--- src/rtl/turn_lever_conditioner_pkg.sv ---
// Shared defaults and width helpers for the turn-lever input conditioner.
package turn_pkg;

   localparam int DEBOUNCE_CYCLES_DEF = 16;
   localparam int TICK_DIV_DEF        = 8;

   // Counter widths never drop below one bit so degenerate sizes still elaborate.
   function automatic int cnt_width(input int n);
      return (n > 1) ? $clog2(n) : 1;
   endfunction

   localparam int DEBOUNCE_CNT_W_DEF = cnt_width(DEBOUNCE_CYCLES_DEF);
   localparam int TICK_CNT_W_DEF     = cnt_width(TICK_DIV_DEF);

endpackage

--- src/rtl/turn_lever_conditioner_if.sv ---
// Lever-side signals between the raw contacts, the conditioner and the turn-signal FSM.
interface turn_lever_conditioner_if;

   logic raw_left;
   logic raw_right;
   logic left;
   logic right;
   logic tick;
   logic busy;

   modport master (
      output raw_left,
      output raw_right,
      input  left,
      input  right,
      input  tick,
      input  busy
   );

   modport slave (
      input  raw_left,
      input  raw_right,
      output left,
      output right,
      output tick,
      output busy
   );

endinterface

--- src/rtl/turn_lever_conditioner_debounce.sv ---
// One lever channel: two-flop synchronizer followed by a saturating debounce counter.
module lever_debounce
   import turn_pkg::*;
#(
   parameter int DEBOUNCE_CYCLES = DEBOUNCE_CYCLES_DEF
) (
   input  logic clk,
   input  logic reset,
   input  logic raw,
   output logic db,
   output logic busy
);

   localparam int               CNT_W   = cnt_width(DEBOUNCE_CYCLES);
   localparam logic [CNT_W-1:0] CNT_MAX = CNT_W'(DEBOUNCE_CYCLES - 1);

   logic             s1_q, s1_d;
   logic             s2_q, s2_d;
   logic             db_q, db_d;
   logic [CNT_W-1:0] cnt_q, cnt_d;

   // Any sample agreeing with the debounced level restarts the count.
   always_comb begin
      s1_d  = raw;
      s2_d  = s1_q;
      db_d  = db_q;
      cnt_d = '0;
      if (s2_q != db_q) begin
         if (cnt_q == CNT_MAX) begin
            db_d  = s2_q;
            cnt_d = '0;
         end else begin
            cnt_d = cnt_q + CNT_W'(1);
         end
      end
   end

   always_ff @(posedge clk) begin
      if (!reset) begin
         s1_q  <= 1'b0;
         s2_q  <= 1'b0;
         db_q  <= 1'b0;
         cnt_q <= '0;
      end else begin
         s1_q  <= s1_d;
         s2_q  <= s2_d;
         db_q  <= db_d;
         cnt_q <= cnt_d;
      end
   end

   assign db   = db_q;
   assign busy = |cnt_q;

endmodule

--- src/rtl/turn_lever_conditioner.sv ---
// Conditions raw turn-lever contacts into clean left/right requests and a step tick
// for the Thunderbird turn-signal FSM.
module turn_lever_conditioner
   import turn_pkg::*;
#(
   parameter int DEBOUNCE_CYCLES = DEBOUNCE_CYCLES_DEF,
   parameter int TICK_DIV        = TICK_DIV_DEF
) (
   input  logic                      clk,
   input  logic                      reset,
   turn_lever_conditioner_if.slave   lever
);

   localparam int                TICK_W   = cnt_width(TICK_DIV);
   localparam logic [TICK_W-1:0] TICK_MAX = TICK_W'(TICK_DIV - 1);

   logic              db_left, db_right;
   logic              busy_left, busy_right;
   logic              tick;
   logic [TICK_W-1:0] tick_cnt_q, tick_cnt_d;
   logic              left_q, left_d;
   logic              right_q, right_d;

   lever_debounce #(
      .DEBOUNCE_CYCLES (DEBOUNCE_CYCLES)
   ) u_left_db (
      .clk   (clk),
      .reset (reset),
      .raw   (lever.raw_left),
      .db    (db_left),
      .busy  (busy_left)
   );

   lever_debounce #(
      .DEBOUNCE_CYCLES (DEBOUNCE_CYCLES)
   ) u_right_db (
      .clk   (clk),
      .reset (reset),
      .raw   (lever.raw_right),
      .db    (db_right),
      .busy  (busy_right)
   );

   assign tick = (tick_cnt_q == TICK_MAX);

   // Requests only move on tick edges; both sides pass together as a hazard request.
   always_comb begin
      tick_cnt_d = tick ? '0 : tick_cnt_q + TICK_W'(1);
      left_d     = left_q;
      right_d    = right_q;
      if (tick) begin
         left_d  = db_left;
         right_d = db_right;
      end
   end

   always_ff @(posedge clk) begin
      if (!reset) begin
         tick_cnt_q <= '0;
         left_q     <= 1'b0;
         right_q    <= 1'b0;
      end else begin
         tick_cnt_q <= tick_cnt_d;
         left_q     <= left_d;
         right_q    <= right_d;
      end
   end

   assign lever.left  = left_q;
   assign lever.right = right_q;
   assign lever.tick  = tick;
   assign lever.busy  = busy_left | busy_right;

endmodule
--- src/flat_wrapper.sv ---
// flat-port wrapper written by rule: the top's interface ports become plain ports
module turn_lever_conditioner_flat import turn_pkg::*;
#(
   parameter int DEBOUNCE_CYCLES = DEBOUNCE_CYCLES_DEF,
   parameter int TICK_DIV        = TICK_DIV_DEF
)
  (clk, reset, lever_raw_left, lever_raw_right, lever_left, lever_right, lever_tick, lever_busy);
  turn_lever_conditioner_if lever_i ();
  input  logic clk;
  input  logic reset;
  input wire logic [$bits(lever_i.raw_left)-1:0] lever_raw_left;
  input wire logic [$bits(lever_i.raw_right)-1:0] lever_raw_right;
  output wire logic [$bits(lever_i.left)-1:0] lever_left;
  output wire logic [$bits(lever_i.right)-1:0] lever_right;
  output wire logic [$bits(lever_i.tick)-1:0] lever_tick;
  output wire logic [$bits(lever_i.busy)-1:0] lever_busy;
  assign lever_i.raw_left = lever_raw_left;
  assign lever_i.raw_right = lever_raw_right;
  assign lever_left = lever_i.left;
  assign lever_right = lever_i.right;
  assign lever_tick = lever_i.tick;
  assign lever_busy = lever_i.busy;
  turn_lever_conditioner #(.DEBOUNCE_CYCLES(DEBOUNCE_CYCLES), .TICK_DIV(TICK_DIV)) u_core (.clk(clk), .reset(reset), .lever(lever_i));
endmodule
--- config.mk ---
export PLATFORM = sky130hd
export DESIGN_NAME = turn_lever_conditioner_flat
export DESIGN_NICKNAME = d
export VERILOG_FILES = /design/src/rtl/turn_lever_conditioner_pkg.sv /design/src/rtl/turn_lever_conditioner_if.sv /design/src/rtl/turn_lever_conditioner_debounce.sv /design/src/rtl/turn_lever_conditioner.sv /design/src/flat_wrapper.sv
export SDC_FILE = /design/constraint.sdc
export NUM_CORES = 1
export LEC_CHECK = 0
export ABC_AREA = 1
export BUFFER_PORTS_ARGS = -buffer_cell sky130_fd_sc_hd__buf_2
export CAP_MARGIN = 20
export CORE_MARGIN = 1.5
export CORE_UTILIZATION = 35
export DETAILED_ROUTE_END_ITERATION = 6
export SLEW_MARGIN = 20
export SYNTH_ARGS = -nofsm -noshare
export SYNTH_HDL_FRONTEND = slang
export SYNTH_SLANG_ARGS = --single-unit
--- constraint.sdc ---
create_clock -name clk -period 1 [get_ports clk]
set_input_delay 0.1 -clock clk [delete_from_list [all_inputs] [get_ports clk]]
set_output_delay 0.1 -clock clk [all_outputs]
set_load 0.005 [all_outputs]
======== Word-level counts from Yosys, hierarchy flattened ========
Cells that the tools add are included.
word-level totals
  bits in registers ....................... 19
  bits of input ports ..................... 4
  logic and storage cells ................. 30
cells by class
  add/sub/neg operators ................... 3
  eq/ne operators ......................... 5
  bitwise logic cells ..................... 4
  reductions and logical operators ........ 7
operators with widths
  operator               count
  $add A4 B1 Y4 const B  2
  $eq A4 B4 Y1 const B   2
  $reduce_or A4 Y1       2
  $reduce_or A3 Y1       2
  $reduce_and A2 Y1      2
  $add A3 B1 Y3 const B  1
  $eq A3 B3 Y1 const B   1
  $not A1 Y1             3
  $ne A1 B1 Y1           2
  $reduce_or A2 Y1       1
  $or A1 B1 Y1           1

======== Longest topological paths before layout ========
Gate-level depths: netlist of the first run.
  depth after elaboration ................. 3
  mapped depth ............................ 5
  gate-level depth less buffers ........... 5

======== Cells and area by module ========
Synthesis of the first run repeated with hierarchy kept, for this count alone.
unflattened totals
  cell total of the unflattened synthesis .. 104
  area total of the unflattened synthesis .. 808.3 um^2
by module, submodules not included
  module                  times used  cells an instance  area each (um^2)
  lever_debounce          2           39                 299.0
  turn_lever_conditioner  1           26                 210.2

======== Worst setup path before layout of the first run ========
Ideal clock, no wire load.
  kind .................................... register to register
  start ................................... register u_core.tick_cnt_q[0]
  end ..................................... register u_core.tick_cnt_q[0]
  setup time .............................. 0.062 ns
  arrival time ............................ 1.036 ns
  required time ........................... 0.938 ns
  path slack .............................. -0.098 ns
  stages on the path, launching flop included .. 5
  buffers on the path ..................... 0
  period minus slack after synthesis ...... 1.098 ns
  cells stage by stage .................... dfxtp_1 -> ha_1 -> ha_1 -> or2_4 -> nor2_2
between the ends
  word-level cells in the longest chain between the ends .. 2
  elaborated cells between the ends (all ways) .. 3
RTL lines
  what                               RTL line                      RTL
  start, declared                    turn_lever_conditioner.sv:20  logic [TICK_W-1:0] tick_cnt_q, tick_cnt_d;
  start signal, assigned             turn_lever_conditioner.sv:63  tick_cnt_q <= tick_cnt_d;
  $eq A3 B3 Y1                       turn_lever_conditioner.sv:44  assign tick = (tick_cnt_q == TICK_MAX);
  via lever_tick                     flat_wrapper.sv:15            output wire logic [$bits(lever_i.tick)-1:0] lever_tick;
  $reduce_or A2 Y1 (no source line)  --
The timed path passes the listed nets, and every way through them passes these cells.
A chain may end at the register's enable or synchronous reset.

======== Worst setup path after layout of the first run ========
  start ................................... register u_core.u_left_db.cnt_q[1]
  end ..................................... output port lever_busy
between the ends
  word-level cells in the longest chain between the ends .. 2
RTL lines
  what                    RTL line                               RTL
  start, declared         turn_lever_conditioner_debounce.sv:20  logic [CNT_W-1:0] cnt_q, cnt_d;
  start signal, assigned  turn_lever_conditioner_debounce.sv:48  cnt_q <= cnt_d;
  $reduce_or A4 Y1        turn_lever_conditioner_debounce.sv:53  assign busy = |cnt_q;
  $or A1 B1 Y1            turn_lever_conditioner.sv:72           assign lever.busy = busy_left | busy_right;
  end, declared           flat_wrapper.sv:16                     output wire logic [$bits(lever_i.busy)-1:0] lever_busy;
No other way between the ends.

==> results of run 1 <==
final timing paths:
check	endpoint	slack, ns	startpoint	cells past startpoint
worst max-delay path	lever_busy	-0.16	u_core.u_left_db.cnt_q[1]$_SDFF_PP0_	4
worst min-delay path	u_core.u_right_db.s2_q$_SDFF_PN0_	0.10	reset	3
worst max register to register	u_core.lever.left$_SDFFE_PN0N_	-0.15	u_core.tick_cnt_q[0]$_SDFF_PP0_	6
worst min register to register	u_core.u_right_db.s2_q$_SDFF_PN0_	0.42	u_core.u_right_db.s1_q$_SDFF_PN0_	2
cells in the final DEF, fill, tap and decap left out, types with 2 or more instances in the layout:
| master | count |
|---|---|
| inv_1 | 14 |
| buf_6 | 2 |
| nor2_1 | 14 |
| nand3_1 | 3 |
| dfxtp_1 | 13 |
| a21oi_2 | 2 |
| xnor2_1 | 2 |
| nand2_1 | 12 |
| nor2_2 | 3 |
| clkbuf_4 | 3 |
| buf_2 | 6 |
| nand4_1 | 3 |
| nand3_2 | 2 |
| buf_4 | 9 |
| dfxtp_2 | 6 |
| ha_4 | 4 |
| ha_1 | 2 |
| a21oi_1 | 2 |
| inv_2 | 2 |
| or2_2 | 2 |
| dlygate4sd3_1 | 2 |
metrics by stage:
step / setup WS (ns) / utilization / cells / TNS (ns)
3_5_place_dp: -0.03951 / 0.4220 / 132 / -0.1255
5_1_grt: -0.2335 / 0.4854 / 143 / -2.318
2_1_floorplan: 0.002261 / - / 93 / 0
4_1_cts: -0.1818 / 0.4626 / 140 / -0.7725
3_3_place_gp: -0.007250 / 0.4220 / 132 / -0.007250
6_report: -0.1598 / 0.4854 / 143 / -1.170
critical path: cells and delay by family (launching register included):
family                   cells  cell delay (ns)
flip-flops                   1             0.33
AND/OR/NAND/NOR              1             0.08
adder cells (fa/ha/maj)      1             0.13
buffers and inverters        2             0.22
power by group:
group / switching (mW) / total, mW / internal, mW
clock: 0.226 / 0.382 / 0.155
sequential: 0.0167 / 0.796 / 0.780
combinational: 0.0482 / 0.108 / 0.0594
flip-flops by register name (all words and copies together) (netlist names):
register,cells
u_core.u_left_db.s1_q,1
u_core.u_right_db.cnt_q,4
u_core.tick_cnt_q,3
u_core.u_left_db.s2_q,1
u_core.u_right_db.s2_q,1
u_core.u_left_db.db,1
u_core.u_right_db.s1_q,1
u_core.lever.left,1
u_core.u_left_db.cnt_q,4
u_core.lever.right,1
u_core.u_right_db.db,1
cells by family after synthesis:
family,count (synthesis)
flops,19
xor+xnor,2
compound gates,6
fa+ha+maj,7
buf+inv,18
simple gates,41
metal layers:
metal / global-route usage / part of all wire / vias to the layer above
met2: 0.1842 / 0.47 / 10
met1: 0.1355 / 0.45 / 279
met5: 0 / 0 / -
met4: 0.09459 / 0.033 / 0
li1: - / - / 330
met3: 0.04094 / 0.052 / 4
area by class of cell:
cell class | count | share of cell area
sequential | 19 | 0.3647
inverter | 17 | 0.06235
timing repair buffer | 19 | 0.1318
clock buffer | 4 | 0.02471
tap | 28 | 0.03294
multi-input combinational | 56 | 0.3835
what timing repair did:
action / CTS / global route
pin swaps: 3 / 5
resized for setup: 11 / 7
hold buffers: 2 / 0
buffers inserted: 2 / 3
hold endpoints to repair: 2 / 0
endpoints found under the setup margin: 7 / 17
==> qor.tcl, run 1 <==
set qor(clock.fmax_mhz) 862.2
set qor(detail_route.drc_violations) 0
set qor(synth.most_common_cell) {dfxtp_1}
set qor(synth_simple_gate_area_frac) 0.2512
set qor(yosys.area_share.adder) 0.1092
set qor(die_area_um2) 2588
set qor(timing.hold.worst.class) {in -> reg}
set qor(synthMuxAreaShare) 0
set qor(synth-async-reset-ratio) 0
set qor(timing.final.max_slew_violations) 0
set qor(layout-drive-gt1-share) 0.4000
set qor(dpl_cell_area_um2) 924.6
set qor(std_cell_rows) 17
set qor(synth_xor_area_frac) 0.02184
set qor(required_ns) 0.90
set qor(synth_nets) 104
set qor(routedWlPerCell_um) 9.224
set qor(ys_ff_latch) 19
set qor(critical_path.cell_chain) {inv_1, ha_4, nand4_1, buf_2}
set qor(crit_path_max_fanout) 2
set qor(cts_root_buffer) {clkbuf_4}
set qor(run_status) {complete, but fails checks}
set qor(die_height_um) 50.87
set qor(critical_path.max_stage_delay_ns) 0.33
set qor(syn_area_per_cell_um2) 8.624
set qor(finalWorstPathRequiredPeriod_ns) 1.160
set qor(total_power_mw) 1.286
set qor(post_synthesis_cell_type_count) 17
set qor(max_cap_violations) 0
set qor(setup_ws_ns) -0.1598
set qor(synthDominantAreaCellType) {dfxtp_1}
set qor(worst_setup_path_end_kind) {output pin}
set qor(diodes) 0
set qor(drt_first_pass_iters) 2
set qor(drt_first_iter_violations) 5
set qor(via_count) 623
set qor(final_hold_viol_count) 0
set qor(cell_types_with_the_highest_counts_after_synthesis) {dfxtp_1 (19), inv_1 (16), nor2_1 (14), nand2_1 (12), ha_1 (7)}
set qor(cts.htree.levels) 1
set qor(portion_of_the_post_synthesis_area_used_by_sequential_elements) 0.4743
set qor(total_leakage_power_nw) 0.4863
set qor(vias_per_cell) 4.357
set qor(multi_input_comb_area_um2) 407.9
set qor(clk-insertion-delay-late_ns) 0.30
set qor(flow.area_growth_from_synthesis_pct) 32.61
set qor(hpwlAfterDp_um) 896.6
set qor(worst_ep_arrival_time_ns) 1.06
set qor(finalInstanceArea_um2) 1064
set qor(setup_violating_endpoint_count_in_the_final_report) 17
set qor(setup_repair_after_global_routing_missed_its_margin) {yes}
set qor(input_output_buffers) 7
set qor(floorplan.core_area_um2) 2191
set qor(cts_buffers) 3
set qor(clkSlewWorstSetupHoldPaths_ns) 0.10
set qor(cp_slowest_cell) {dfxtp_2}
set qor(grt_antenna_before_repair) 0
set qor(globalRouteOverflowTotal) 0
set qor(cp-start-kind) {flop}
set qor(synth_area_um2) 802.0
set qor(violations) {setup timing}
set qor(synth_compound_area_frac) 0.04680
set qor(yosys_warnings) 0
set qor(seqCellArea_um2) 387.9
set qor(clock-sinks) 19
set qor(timing.clock.skew_ns) 0.003258
set qor(grt_max_degree) 11
set qor(netlist_top_cells_area) {dfxtp_1 (47%), ha_1 (11%), inv_1 (7.5%)}
set qor(ys_dominant_reg_cell) {dfxtp_1}
set qor(min_period_over_period) 1.160
set qor(power.density_nw_per_um2) 1209
set qor(tritoncts_clock_tree) {built}
set qor(route.antenna.remaining_nets) 0
set qor(detail_route.wirelength_mm) 1.319
set qor(final.hold.worst_slack_ns) 0.1021
set qor(post_synth_inst_count) 93
set qor(finalNetCount) 127
set qor(ir_worst_vdd_mv) 0.7543
set qor(initial_core_util) 0.3661
set qor(die-width_um) 50.87
set qor(grt_pass1_wl_mm) 2.194
set qor(boundaryPins) 8
set qor(global_route_total_usage_across_every_layer) 0.1200
set qor(timing_worst_slew_pin_value_ns) 0.2110
set qor(maximum_number_of_buffers_from_clock_root_to_sink) 2
set qor(timing.slew.headroom) 0.8592
set qor(globalplace.congestion) 0.6753
set qor(synth_edf_count) 0
set qor(synth_top_family_by_area) {simple AND/OR/NAND/NOR gates}
set qor(vias_in_the_first_global_route) 559
set qor(post-synth-top-area-fraction) 0.4743
set qor(path_class) {reg -> out}
set qor(fillCellCount) 211
No activity file was read; power rests on OpenSTA's default activity.
==> inputs of run 2 (changes only) <==
GPL_TIMING_DRIVEN = 0   (was default)
PLACE_DENSITY_LB_ADDON = 0.05   (was default)
==> run 2 against run 1 <==
  * The flow still finishes with violations (setup timing)
  * Final area increased by 2.5%
  * Sequential share of layout area shrank 0.42 points
  * Routed wire length is 4.5% higher
  * Core utilization grew 1.2 points
  * Critical endpoint is now lever_tick
  * Highest routed layer unchanged
  * Critical path depth is 1 lower
  * Fmax shrank 0.13%
  * Register-to-register slack gained 0.11 ns
  * Non-clock buffer count is 5 lower
  * Final cell count is 3.5% lower
  * Worst setup slack lost 0.0015 ns
  * Via count shrank 5.8%
  * Global-route usage shrank 0.68 points
==> qor.tcl, run 2 (synthesized netlist as in run 1, its figures left out) <==
set qor(run_status) {complete, but fails checks}
set qor(violations) {setup timing}
set qor(vias_per_cell) 4.254 ;# -2.4%
set qor(critical_path.reg2reg.startpoint) {u_core.tick_cnt_q[0]$_SDFF_PP0_}
set qor(max_cap_violations) 0 ;# unchanged
set qor(fillCellCount) 226 ;# +7.1%
set qor(critical_path.cell_chain) {ha_4, ha_4, buf_6}
set qor(multi_input_comb_area_um2) 451.7 ;# +11%
set qor(setup_ws_ns) -0.1613 ;# -0.001488 ns
set qor(seqCellArea_um2) 392.9 ;# +1.3%
set qor(crit_path_max_fanout) 2 ;# unchanged
set qor(met1_usage) 0.1341 ;# -0.001453
set qor(cts.htree.levels) 1 ;# unchanged
set qor(vias_in_the_first_global_route) 520 ;# -7.0%
set qor(clk-insertion-delay-late_ns) 0.29 ;# about the same
set qor(routedWlPerCell_um) 9.986 ;# +8.3%
set qor(via_count) 587 ;# -5.8%
set qor(grt_antenna_before_repair) 0 ;# unchanged
set qor(path_delay_family) {flip-flops}
set qor(cp_slowest_cell) {dfxtp_2}
set qor(floorplan.core_area_um2) 2191 ;# unchanged
set qor(cp-start-kind) {flop}
set qor(global_route_total_usage_across_every_layer) 0.1132 ;# -0.006829
set qor(globalRouteOverflowTotal) 0 ;# unchanged
set qor(initial_core_util) 0.3661 ;# unchanged
set qor(whs_endpoint) {u_core.u_left_db.s1_q$_SDFF_PN0_}
set qor(drt_first_pass_iters) 2 ;# unchanged
set qor(timing.final.max_slew_violations) 0 ;# unchanged
set qor(detail_route.wirelength_mm) 1.378 ;# +4.5%
set qor(min_period_over_period) 1.161 ;# +0.001488
set qor(final_core_utilization) 0.4974 ;# +0.01199
set qor(timing.hold.worst.class) {in -> reg}
set qor(drt_first_iter_violations) 6 ;# +1
set qor(top_regs) {u_core.u_left_db.cnt_q (4), u_core.u_right_db.cnt_q (4), u_core.tick_cnt_q (3)}
set qor(final_hold_viol_count) 0 ;# unchanged
set qor(detail_route.drc_violations) 0 ;# unchanged
set qor(clkSlewWorstSetupHoldPaths_ns) 0.11 ;# about the same
set qor(grtUsageMet3) 0.02632 ;# -0.01462
set qor(cts_root_buffer) {clkbuf_4}
set qor(maximum_number_of_buffers_from_clock_root_to_sink) 2 ;# unchanged
set qor(std_cell_rows) 17 ;# unchanged
set qor(worst-r2r-cell-count) 4 ;# -2
set qor(cts_buffers) 3 ;# unchanged
set qor(hold_depth) 3 ;# unchanged
set qor(finalInstanceArea_um2) 1090 ;# +2.5%
set qor(timing.clock.skew_ns) 0.002816 ;# -0.0004418 ns
set qor(required_ns) 0.90 ;# about the same
set qor(regToRegSetupSlack_ns) -0.04 ;# +0.11 ns
set qor(grt_pass1_wl_mm) 2.132 ;# -2.8%
set qor(power.density_nw_per_um2) 1163 ;# -3.8%
set qor(post-place-ws_ns) -0.05021 ;# -0.01070 ns
set qor(final.hold.worst_slack_ns) 0.02893 ;# -0.07314 ns
set qor(finalNetCount) 122 ;# -3.9%
set qor(die_area_um2) 2588 ;# unchanged
set qor(timing.slew.headroom) 0.8377 ;# -0.02149
set qor(grt_max_degree) 12 ;# +1
set qor(critical_path.n_buffers_inverters) 1 ;# -1
set qor(total_leakage_power_nw) 0.4646 ;# -4.5%
set qor(grt_use_met2) 0.1798 ;# -0.004386
set qor(boundaryPins) 8 ;# unchanged
set qor(route.antenna.remaining_nets) 0 ;# unchanged
set qor(cp_common_cell) {ha_4}
set qor(setup_violating_endpoint_count_in_the_final_report) 8 ;# -9
set qor(tritoncts_clock_tree) {built}
set qor(die-width_um) 50.87 ;# unchanged
set qor(globalplace.congestion) 0.6403 ;# -5.2%
set qor(timing_worst_slew_pin_value_ns) 0.2432 ;# +0.03219 ns
set qor(finalWorstPathRequiredPeriod_ns) 1.161 ;# +0.001488 ns
set qor(ir_worst_vdd_mv) 0.7985 ;# +5.9%
set qor(global_route.peak_usage_layer) {met2}
set qor(path_class) {reg -> out}
set qor(hpwlAfterDp_um) 859.9 ;# -4.1%
set qor(flow.area_growth_from_synthesis_pct) 35.88
set qor(total_power_mw) 1.268 ;# -1.4%
set qor(critical_path.reg2reg.endpoint) {u_core.tick_cnt_q[0]$_SDFF_PP0_}
set qor(layout.cells.most_common) {dfxtp_1}
set qor(setup_repair_after_global_routing_missed_its_margin) {yes}
set qor(input_output_buffers) 6 ;# -1
set qor(dpl_cell_area_um2) 893.4 ;# -3.4%
set qor(critical_path.max_stage_delay_ns) 0.35 ;# +0.02 ns
set qor(clock.fmax_mhz) 861.1 ;# -0.13%
set qor(min_from) {reset}
set qor(die_height_um) 50.87 ;# unchanged
set qor(diodes) 0 ;# unchanged
set qor(clock-sinks) 19 ;# unchanged
set qor(worst_setup_path_end_kind) {output pin}
set qor(layout_common_cells) {dfxtp_1 (13), inv_1 (12), nand2_1 (12)}
set qor(worst_ep_arrival_time_ns) 1.06 ;# about the same
set qor(layout-drive-gt1-share) 0.4364 ;# +0.03636
-- run 2: changes by cell type in the layout (fill, tap and decap cells not counted), moves of 2 or more --
cell / previous run / this run
nand3_4: 1 / 4
inv_2: 2 / 4
dfxtp_2: 6 / 4
nor2_2: 3 / 6
nor2_1: 14 / 11
nand3_2: 2 / 0
dfxtp_4: 0 / 2
buf_6: 2 / 5
inv_1: 14 / 12
buf_4: 9 / 2
-- run 2: where the power goes --
part	total (mW)	leakage [nW]	internal (mW)	switching [mW]
combinational	0.101	0.289	0.0539	0.0471
clock	0.378	0.0177	0.149	0.229
sequential	0.789	0.158	0.774	0.0157
-- run 2: worst max-delay path by stage --
stage	to	cells past startpoint	slack, ns	start
2_1_floorplan	u_core.tick_cnt_q[0]$_SDFF_PP0_	4	0.002	u_core.tick_cnt_q[0]$_SDFF_PP0_
3_3_place_gp	u_core.u_left_db.cnt_q[0]$_SDFF_PP0_	4	-0.04	u_core.u_left_db.cnt_q[0]$_SDFF_PP0_
3_5_place_dp	u_core.lever.right$_SDFFE_PN0N_	4	-0.05	u_core.tick_cnt_q[0]$_SDFF_PP0_
4_1_cts	lever_tick	3	-0.18	u_core.tick_cnt_q[0]$_SDFF_PP0_
5_1_grt	lever_busy	4	-0.22	u_core.u_left_db.cnt_q[1]$_SDFF_PP0_
6_report	lever_tick	3	-0.16	u_core.tick_cnt_q[0]$_SDFF_PP0_
-- run 2: per-layer routing --
layer / vias up / share of wire
met5: - / 0
met4: 0 / 0.013
met3: 2 / 0.017
met2: 6 / 0.51
met1: 261 / 0.46
li1: 318 / -
-- run 2: layout make-up --
| type | count | share of cell area |
|---|---|---|
| inverter | 17 | 0.06085 |
| tap | 28 | 0.03215 |
| sequential | 19 | 0.3605 |
| buffer | 1 | 0.01033 |
| clock inverter | 1 | 0.004592 |
| timing repair buffer | 13 | 0.09644 |
| multi-input combinational | 56 | 0.4145 |
| clock buffer | 3 | 0.02067 |
-- run 2: metrics by stage --
| step | std cells | TNS, ns |
|---|---|---|
| floorplan | 93 | 0 |
| global placement | 127 | -0.2834 |
| detailed placement | 127 | -0.3582 |
| CTS | 136 | -0.6248 |
| global route | 138 | -1.105 |
| finish | 138 | -0.4585 |
-- run 2: worst reg2reg max path, delay by kind of cell (launching register included) --
| kind | cells | cell delay [ns] |
|---|---|---|
| DFF | 1 | 0.35 |
| and+or+nand+nor | 2 | 0.32 |
| adders and majority gates | 2 | 0.31 |
-- run 2: timing repair --
| item | 4_1_cts | 5_1_grt |
|---|---|---|
| hold buffers | 2 | 0 |
| endpoints found under the setup margin | 17 | 17 |
| gates cloned | 0 | 0 |
| gates resized for setup | 13 | 19 |
| buffers inserted | 3 | 2 |
| pin swaps | 5 | 8 |
| hold endpoints to repair | 2 | 0 |
==> inputs of run 3 (changes only) <==
CORE_MARGIN = default   (was 1.5)
PLACE_DENSITY_LB_ADDON = 0.3   (was 0.05)
clock period = 1.3 ns   (was 1 ns; I/O delays follow)
==> run 3 against run 2 <==
  * The flow now finishes without violations
  * Non-clock buffer count down 5
  * Clock skew up 0.0033 ns
  * Combinational power down 40%
  * Power down 25%
  * First-iteration DRC count down 67%
  * Die area down 3.9%
  * Routed wire length down 20%
  * Register-to-register slack better by 0.22 ns
  * Critical path type unchanged
==> qor.tcl, run 3 (synthesized netlist as in run 1, its figures left out) <==
set qor(finalNetCount) 117 ;# -4.1%
set qor(die_height_um) 49.87 ;# -2.0%
set qor(startpoint) {u_core.tick_cnt_q[0]$_SDFF_PP0_}
set qor(std_cell_rows) 16 ;# -1
set qor(grt_max_degree) 11 ;# -1
set qor(cts_root_buffer) {clkbuf_4}
set qor(initial_core_util) 0.3890 ;# +0.02288
set qor(timing.clock.skew_ns) 0.006093 ;# +0.003277 ns
set qor(die_area_um2) 2487 ;# -3.9%
set qor(share_clk_of_total_power) 0.301 ;# +0.003
set qor(layout_common_cells) {inv_1 (16), dfxtp_1 (15), nor2_1 (14)}
set qor(min_period_over_period) 0.9612
set qor(timing_worst_slew_pin_value_ns) 0.1823 ;# -0.06090 ns
set qor(required_ns) 1.17 ;# +0.27 ns
set qor(flow.area_growth_from_synthesis_pct) 14.98
set qor(hold_depth) 3 ;# unchanged
set qor(layout-drive-gt1-share) 0.2762 ;# -0.1602
set qor(critical_path.reg2reg.endpoint) {u_core.tick_cnt_q[0]$_SDFF_PP0_}
set qor(top_regs) {u_core.u_left_db.cnt_q (4), u_core.u_right_db.cnt_q (4), u_core.tick_cnt_q (3)}
set qor(die-width_um) 49.87 ;# -2.0%
set qor(critical_path.cell_chain) {ha_1, ha_2, buf_2}
set qor(globalplace.congestion) 0.7051 ;# +10%
set qor(clock-sinks) 19 ;# unchanged
set qor(layout.cells.most_common) {inv_1}
set qor(vias_per_cell) 4.205 ;# -1.2%
set qor(timing.slew.headroom) 0.8783 ;# +0.04066
set qor(timing.hold.worst.class) {in -> reg}
set qor(clock.fmax_mhz) 800.3
set qor(boundaryPins) 8 ;# unchanged
set qor(total_leakage_power_nw) 0.4359 ;# -6.2%
set qor(layout.cells.non_filler) 132 ;# -4.3%
set qor(cp-start-kind) {flop}
set qor(maximum_number_of_buffers_from_clock_root_to_sink) 2 ;# unchanged
set qor(critical_path.reg2reg.startpoint) {u_core.tick_cnt_q[0]$_SDFF_PP0_}
set qor(finalWorstPathRequiredPeriod_ns) 1.250
set qor(path_class) {reg -> out}
set qor(setup_repair_after_global_routing_missed_its_margin) {no}
set qor(routedWlPerCell_um) 8.371 ;# -16%
set qor(detail_route.wirelength_mm) 1.105 ;# -20%
set qor(regToRegSetupSlack_ns) 0.18 ;# +0.22 ns
set qor(crit_path_max_fanout) 2 ;# unchanged
set qor(input_output_buffers) 6 ;# unchanged
set qor(final_core_utilization) 0.4472 ;# -0.05022
set qor(fin_setup_tns_ns) 0 ;# +0.4585 ns
set qor(critical_path.max_stage_delay_ns) 0.33 ;# -0.02 ns
set qor(drt_first_pass_iters) 2 ;# unchanged
set qor(global_route_total_usage_across_every_layer) 0.1059 ;# -0.007253
set qor(ir_worst_vdd_mv) 0.6936 ;# -13%
set qor(final.hold.worst_slack_ns) 0.01880 ;# -0.01014 ns
set qor(total_power_uw) 952.6 ;# -25%
set qor(diodes) 0 ;# unchanged
set qor(grt_antenna_before_repair) 0 ;# unchanged
set qor(tritoncts_clock_tree) {built}
set qor(cell_internal_pwr_uw) 747.4 ;# -23%
set qor(route.antenna.remaining_nets) 0 ;# unchanged
set qor(grt_pass1_wl_mm) 1.932 ;# -9.4%
set qor(total_net_switching_power_uw) 205.1 ;# -30%
set qor(power_switching_share) 0.2154 ;# -0.01478
set qor(max_cap_violations) 0 ;# unchanged
set qor(via_count) 555 ;# -5.5%
set qor(power.density_nw_per_um2) 1033 ;# -11%
set qor(detail_route.drc_violations) 0 ;# unchanged
set qor(worst_ep_arrival_time_ns) 1.12 ;# +0.06 ns
set qor(drt_first_iter_violations) 2 ;# -4
set qor(globalRouteOverflowTotal) 0 ;# unchanged
set qor(cts_buffers) 3 ;# unchanged
set qor(run_status) {finished clean}
set qor(comb_power_share) 0.063 ;# -0.017
set qor(setup_violating_endpoint_count_in_the_final_report) 0 ;# -8
set qor(post-place-cells) 126 ;# -0.79%
set qor(final_hold_viol_count) 0 ;# unchanged
set qor(fraction_of_power_consumed_by_sequential_logic) 0.636 ;# +0.013
set qor(cts.htree.levels) 1 ;# unchanged
set qor(timing.final.max_slew_violations) 0 ;# unchanged
set qor(vias_in_the_first_global_route) 468 ;# -10%
set qor(clk-insertion-delay-late_ns) 0.29 ;# about the same
set qor(worst_setup_path_end_kind) {output pin}
set qor(hpwlAfterDp_um) 825.8 ;# -4.0%
set qor(clkSlewWorstSetupHoldPaths_ns) 0.10 ;# about the same
set qor(cp_slowest_cell) {dfxtp_2}
set qor(worst-r2r-cell-count) 4 ;# unchanged
set qor(floorplan.core_area_um2) 2062 ;# -5.9%
set qor(worst_setup_path_endpoint) {lever_tick}
-- run 3: cell type report --
cell class	count	area [µm²]
Fill cell	197	1140
Sequential cell	19	387.9
Multi-Input combinational cell	56	349.1
Inverter	17	66.31
Timing Repair Buffer	8	47.55
Tap cell	27	33.78
Clock buffer	4	26.28
Buffer	1	11.26
-- run 3: worst min path at each step --
stage | start | endpoint | slack, ns
global placement | lever_raw_right | u_core.u_right_db.s1_q$_SDFF_PN0_ | 0.31
finish | lever_raw_left | u_core.u_left_db.s1_q$_SDFF_PN0_ | 0.02
floorplan | lever_raw_left | u_core.u_left_db.s1_q$_SDFF_PN0_ | 0.23
detailed placement | lever_raw_right | u_core.u_right_db.s1_q$_SDFF_PN0_ | 0.31
global route | lever_raw_left | u_core.u_left_db.s1_q$_SDFF_PN0_ | 0.03
CTS | lever_raw_left | u_core.u_left_db.s1_q$_SDFF_PN0_ | 0.006
-- run 3: critical path: cells and delay by family, from the launching register on --
kind       cells  cell delay, ns
fa+ha+maj      2            0.39
buf+inv        1            0.12
flops          1            0.33
-- run 3: power by group through the flow --
stage          Clock [mW]  Combinational, mW  Sequential (mW)
6_report            0.286             0.0603            0.606
5_1_grt             0.329             0.0712            0.608
4_1_cts             0.306             0.0575            0.608
3_5_place_dp            0             0.0550            0.621
3_3_place_gp            0             0.0535            0.620
2_1_floorplan           0             0.0434            0.619
-- run 3: timing repair --
action,4_1_cts,5_1_grt
pin swaps,0,0
gates resized for setup,2,5
endpoints found under the setup margin,2,2
gates cloned,0,0
hold buffers,1,0
hold endpoints to repair,1,0
setup buffers,0,1
-- run 3: through the flow --
step                      setup slack [ns]  area (µm²)
after global placement              0.1822       865.8
after floorplan                     0.2020       802.0
after CTS                         0.001200       904.6
final                              0.05046       922.1
after detailed placement            0.1765       865.8
after global routing              0.007056       922.1
-- run 3: metal layers --
layer	global-route usage	vias to the layer above	wire length, µm
li1	-	310	-
met1	0.1402	235	564
met2	0.1486	8	489
met3	0.01852	2	38
met4	0.08571	0	13
met5	0	-	0
